**config.mk**
```make
export PLATFORM = sky130hd
export DESIGN_NAME = mem_bus_master
export DESIGN_NICKNAME = d
export VERILOG_FILES = /design/src/rtl/mem_bus_master.sv
export SDC_FILE = /design/constraint.sdc
export NUM_CORES = 1
export LEC_CHECK = 0
export CAP_MARGIN = 40
export CORE_ASPECT_RATIO = 0.7
export CORE_MARGIN = 8
export CORE_UTILIZATION = 38
export DETAILED_ROUTE_END_ITERATION = 16
export PLACE_DENSITY = 0.79
export SYNTH_ARGS = -nofsm -noshare
export SYNTH_HDL_FRONTEND = slang
export SYNTH_SLANG_ARGS = --single-unit
```
**constraint.sdc**
```tcl
create_clock -name iCLK -period 1.7 [get_ports iCLK]
set_clock_uncertainty 0.1 [all_clocks]
set_input_delay 0.51 -clock iCLK [delete_from_list [all_inputs] [get_ports iCLK]]
set_output_delay 0.51 -clock iCLK [all_outputs]
set_load 0.01 [all_outputs]
```
**src/rtl/mem_bus_master.sv**
```systemverilog
// mem_bus_master: single-request load/store initiator for the data-memory IO bus.
// Define MISALIGN_TRAP_EN to reject misaligned half/word requests instead of aligning them.
module mem_bus_master #(
    parameter int unsigned READ_LATENCY = 2
) (
    input  logic        iCLK,
    input  logic        iRST,
    input  logic        iStart,
    input  logic        iWrite,
    input  logic [1:0]  iSize,
    input  logic        iUnsigned,
    input  logic [31:0] iAddress,
    input  logic [31:0] iStoreData,
    output logic        oBusy,
    output logic        oDone,
    output logic [31:0] oLoadData,
    output logic        oMisaligned,
    output logic        wReadEnable,
    output logic        wWriteEnable,
    output logic [3:0]  wByteEnable,
    output logic [31:0] wAddress,
    output logic [31:0] wWriteData,
    input  logic [31:0] wReadData
);

    typedef enum logic [1:0] {StIdle, StRead, StWrite, StDone} busStateT;

    busStateT    stateQ, stateD;
    logic [3:0]  cntQ, cntD;
    logic [1:0]  sizeQ, sizeD;
    logic        unsignedQ, unsignedD;
    logic [1:0]  offsetQ, offsetD;
    logic        readEnQ, readEnD;
    logic        writeEnQ, writeEnD;
    logic [3:0]  byteEnQ, byteEnD;
    logic [31:0] addrQ, addrD;
    logic [31:0] writeDataQ, writeDataD;
    logic        doneQ, doneD;
    logic [31:0] loadDataQ, loadDataD;

    // Request decode; the offset is already aligned to the access size.
    logic [1:0]  reqOffset;
    logic [3:0]  reqByteEn;
    logic [31:0] reqWriteData;

    always_comb begin
        reqOffset    = 2'b00;
        reqByteEn    = 4'b1111;
        reqWriteData = iStoreData;
        case (iSize)
            2'b00: begin
                reqOffset    = iAddress[1:0];
                reqByteEn    = 4'b0001 << iAddress[1:0];
                reqWriteData = {4{iStoreData[7:0]}};
            end
            2'b01: begin
                reqOffset    = {iAddress[1], 1'b0};
                reqByteEn    = iAddress[1] ? 4'b1100 : 4'b0011;
                reqWriteData = {2{iStoreData[15:0]}};
            end
            default: begin
                reqOffset    = 2'b00;
                reqByteEn    = 4'b1111;
                reqWriteData = iStoreData;
            end
        endcase
    end

`ifdef MISALIGN_TRAP_EN
    logic reqMisaligned;
    logic misalignedQ, misalignedD;

    assign reqMisaligned = (iSize == 2'b00) ? 1'b0 :
                           (iSize == 2'b01) ? iAddress[0] : (iAddress[1:0] != 2'b00);
`endif

    // Lane extraction and extension of the returned word; X/Z propagate untouched.
    logic [31:0] readShifted;
    logic [31:0] loadExtended;

    always_comb begin
        readShifted = wReadData >> {offsetQ, 3'b000};
        case (sizeQ)
            2'b00:   loadExtended = {{24{~unsignedQ & readShifted[7]}}, readShifted[7:0]};
            2'b01:   loadExtended = {{16{~unsignedQ & readShifted[15]}}, readShifted[15:0]};
            default: loadExtended = readShifted;
        endcase
    end

    always_comb begin
        stateD     = stateQ;
        cntD       = cntQ;
        sizeD      = sizeQ;
        unsignedD  = unsignedQ;
        offsetD    = offsetQ;
        readEnD    = 1'b0;
        writeEnD   = 1'b0;
        byteEnD    = 4'b0000;
        addrD      = 32'h0;
        writeDataD = 32'h0;
        doneD      = 1'b0;
        loadDataD  = loadDataQ;
`ifdef MISALIGN_TRAP_EN
        misalignedD = 1'b0;
`endif
        case (stateQ)
            StIdle: begin
                if (iStart) begin
                    sizeD     = iSize;
                    unsignedD = iUnsigned;
                    offsetD   = reqOffset;
`ifdef MISALIGN_TRAP_EN
                    if (reqMisaligned) begin
                        stateD      = StDone;
                        doneD       = 1'b1;
                        misalignedD = 1'b1;
                    end else
`endif
                    if (iWrite) begin
                        stateD     = StWrite;
                        writeEnD   = 1'b1;
                        byteEnD    = reqByteEn;
                        addrD      = {iAddress[31:2], 2'b00};
                        writeDataD = reqWriteData;
                    end else begin
                        stateD  = StRead;
                        readEnD = 1'b1;
                        byteEnD = reqByteEn;
                        addrD   = {iAddress[31:2], 2'b00};
                        cntD    = 4'(READ_LATENCY - 1);
                    end
                end
            end
            StWrite: begin
                stateD = StDone;
                doneD  = 1'b1;
            end
            StRead: begin
                if (cntQ == 4'd0) begin
                    stateD    = StDone;
                    doneD     = 1'b1;
                    loadDataD = loadExtended;
                end else begin
                    cntD    = cntQ - 4'd1;
                    readEnD = 1'b1;
                    byteEnD = byteEnQ;
                    addrD   = addrQ;
                end
            end
            StDone: begin
                stateD = StIdle;
            end
            default: begin
                stateD = StIdle;
            end
        endcase
    end

    always_ff @(posedge iCLK) begin
        if (iRST) begin
            stateQ     <= StIdle;
            cntQ       <= 4'd0;
            sizeQ      <= 2'b00;
            unsignedQ  <= 1'b0;
            offsetQ    <= 2'b00;
            readEnQ    <= 1'b0;
            writeEnQ   <= 1'b0;
            byteEnQ    <= 4'b0000;
            addrQ      <= 32'h0;
            writeDataQ <= 32'h0;
            doneQ      <= 1'b0;
            loadDataQ  <= 32'h0;
        end else begin
            stateQ     <= stateD;
            cntQ       <= cntD;
            sizeQ      <= sizeD;
            unsignedQ  <= unsignedD;
            offsetQ    <= offsetD;
            readEnQ    <= readEnD;
            writeEnQ   <= writeEnD;
            byteEnQ    <= byteEnD;
            addrQ      <= addrD;
            writeDataQ <= writeDataD;
            doneQ      <= doneD;
            loadDataQ  <= loadDataD;
        end
    end

`ifdef MISALIGN_TRAP_EN
    always_ff @(posedge iCLK) begin
        if (iRST) begin
            misalignedQ <= 1'b0;
        end else begin
            misalignedQ <= misalignedD;
        end
    end

    assign oMisaligned = misalignedQ;
`else
    assign oMisaligned = 1'b0;
`endif

    assign oBusy        = (stateQ != StIdle);
    assign oDone        = doneQ;
    assign oLoadData    = loadDataQ;
    assign wReadEnable  = readEnQ;
    assign wWriteEnable = writeEnQ;
    assign wByteEnable  = byteEnQ;
    assign wAddress     = addrQ;
    assign wWriteData   = writeDataQ;

endmodule
```
==> qor.yml <==
ys_warn_count: 0
grt_pass1_wl_mm: 25.6
synth_compound_area_share_pct: 17.9
routed-via-count: 4906
cts_buffers: 9
ys_types: 42
die_w_um: 150
fmax_mhz: 589
min_from: "wAddress[12]$_SDFFE_PP0P_"
rows: 34
insertion_delay_ps: 340
synth_seq_area_share_pct: 47.0
drtPass1Iterations: 5
seq_area_um2: 2250
track_usage_pct: 19.6
num_io_pins: 208
multi_input_area_um2: 2480
grt_max_degree: 35
cts_htree_levels: 3
syn_area_per_cell_um2: 8.74
wl_per_cell_um: 17.3
synth_edf_count: 0
rrSetupSlack_ps: 10
fin_tns_setup_ps: 0
clk_path_buf_depth: 2
synth_xor_area_share_pct: 0.367
die_h_um: 110
synth_adder_area_share_pct: 1.05
core_area_um2: 12300
r2r-end: "oLoadData[25]$_SDFFE_PP0P_"
antenna_found_initial: 0
synth_top_family_by_area: "simple AND/OR/NAND/NOR gates"
cp.required_ps: 1840
grt-ovfl-total: 0
cts.clk_slew.worst_paths_ps: 70
synth.mux.area_fraction_pct: 9.54
finalHoldViolCount: 0
final_util_pct: 64.4
initial_utilization_pct: 38.7
status: "finished, final reports clean"
fin_crit_ps: 1700
setup_viol: 0
synth_ff_type: "dfxtp_1"
wl_mm: 16.8
clock_sinks: 112
cp_max_fo: 7
p_leak_nw: 3.49
final_nets: 913
routed_via_density: 5.05
endpoint_kind: "register"
maxSlewViolCount: 0
hold_path_end: "wAddress[12]$_SDFFE_PP0P_"
start_kind: "primary input"
synth_area_um2: 4770
hold_path.class: "register to register"
fillers: 1025
grt_pass1_vias: 5057
p_per_area_nw_per_um2: 1280
min_path_cells: 2
cap_viol_max_count: 0
synth_simple_gate_area_share_pct: 19.0
regToRegStartpoint: "stateQ[1]$_SDFFE_PP0P_"
drcViolationCount: 0
clockRootBuffer: "clkbuf_16"
hold_slack_ps: 351
drt_iter0_drc: 289
async_reset_ff_share_pct: 0
antenna_left: 0
place_congestion: 0.888
critPathKind: "primary input to register"
die_area_um2: 16500
antenna_cells: 0
rsz0062_at_grt: "true"
synthToLayoutAreaGrowth_pct: 66.6
ir_drop_v: 0.000678
synth-seq-cells: 112
fin_crit_sh_pct: 99.8
syn_inst: 546
layout-drive-gt1-share_pct: 20.5
rr_worst_depth: 8
cp.arrival_ps: 1830
total_power_w: 0.0102
tritoncts: "built"
port_buffers: 204
dp_hpwl_mm: 12.9
-- metrics by stage --
stage	worst slack (ps)	cell area, um2	instances
after floorplan	-3.61	4790	548
final	3.27	7950	971
after global placement	-471	7360	941
after global routing	-43.4	7950	971
after detailed placement	-555	7360	941
after CTS	-29.5	7760	964
-- worst max-delay path by stage --
stage	from	endpoint	slack, ps	cells past startpoint
after detailed placement	wReadData[31]	oLoadData[25]$_SDFFE_PP0P_	-560	6
after CTS	stateQ[0]$_SDFFE_PP0P_	oBusy	-30	4
after global placement	wReadData[23]	oLoadData[14]$_SDFFE_PP0P_	-470	5
after floorplan	cntQ[0]$_SDFFE_PP0P_	wByteEnable[2]$_SDFFE_PP0P_	-4	8
final	wReadData[31]	oLoadData[14]$_SDFFE_PP0P_	3	6
after global routing	stateQ[1]$_SDFFE_PP0P_	wWriteData[0]$_SDFF_PP0_	-40	8
-- registers in the layout, indices dropped and copies added, names as in the netlist --
register / count
unsignedQ: 1
offsetQ: 2
wWriteEnable: 1
wAddress: 30
sizeQ: 2
wReadEnable: 1
cntQ: 4
wWriteData: 32
wByteEnable: 4
oLoadData: 32
stateQ: 2
oDone: 1
-- cells in the mapped netlist (all sizes together) (2+ instances only) --
cell | instances | area [um2]
nand3 | 32 | 160
inv | 10 | 37.5
a211oi | 19 | 205
dfxtp | 112 | 2240
clkbuf | 19 | 71.3
buf | 21 | 133
o211ai | 12 | 90.1
nor2b | 3 | 18.8
nor2 | 52 | 195
and2 | 10 | 65.1
nand2 | 90 | 338
a22o | 7 | 61.3
xor2 | 2 | 17.5
mux2i | 35 | 350
o21ai | 12 | 60.1
ha | 4 | 50.1
a311oi | 4 | 35.0
mux2 | 7 | 78.8
nand3b | 4 | 30.0
a21oi | 72 | 364
nand2b | 5 | 31.3
-- cell usage in the layout, fill, tap and decap left out, types with 9 or more instances in the layout --
| cell | Yosys | routed |
|---|---|---|
| a211oi_2 | 10 | 15 |
| a21oi_1 | 71 | 67 |
| buf_4 | 4 | 63 |
| buf_6 | 3 | 14 |
| clkbuf_16 | 0 | 9 |
| clkdlybuf4s50_1 | 0 | 96 |
| dfxtp_1 | 112 | 107 |
| dlygate4sd2_1 | 0 | 106 |
| mux2i_1 | 35 | 34 |
| nand2_1 | 90 | 89 |
| nand3_1 | 32 | 32 |
| nor2_1 | 52 | 48 |
| o211ai_1 | 12 | 12 |
| o21ai_0 | 12 | 12 |
-- logic make-up (layout without fill, tap and decap cells) --
| kind of cell | Yosys count | count (layout) |
|---|---|---|
| and+or+nand+nor | 204 | 204 |
| AOI/OAI and AO/OA | 130 | 130 |
| DFF | 112 | 112 |
| buffers and inverters | 50 | 311 |
| muxes | 43 | 43 |
| adders and majority gates | 4 | 4 |
| xor gates and xnor gates | 2 | 2 |
| other | 1 | 3 |
-- metal layers --
layer  vias to the layer above  GRT usage, %  wire length, um
met5                         -             0                0
met4                         0          4.98              239
met3                        19          8.59             1970
met2                       217          32.5             7870
met1                      2280          22.9             6680
li1                       2390             -                -
-- report_power, final --
group          switching, W  internal [W]
Clock              0.000905       0.00132
Sequential         0.000300       0.00315
Combinational       0.00224       0.00227
Total               0.00345       0.00674
-- critical path: stages --
cell and delay (ps):
dlygate4sd2_1 270, mux4_2 530, nand2b_4 100, a211oi_4 60
buf_6 140, a22o_1 220
-- final cells by class --
class / count / share of cell area (%)
clock buffer: 11 / 3.05
clock inverter: 3 / 0.850
inverter: 10 / 0.519
multi-input combinational: 386 / 31.2
sequential: 112 / 28.3
tap: 162 / 2.55
timing repair buffer: 286 / 33.4
timing repair inverter: 1 / 0.0944
-- timing repair --
| action | in CTS | in global routing |
|---|---|---|
| pin swaps | 18 | 25 |
| resized for setup | 143 | 38 |
| hold buffers | 0 | 0 |
| setup buffers | 7 | 7 |
| endpoints found under the setup margin | 151 | 90 |
| gates cloned | 3 | 0 |
| endpoints found under the hold margin | 0 | 0 |
Power figures use the tool's default switching activity.
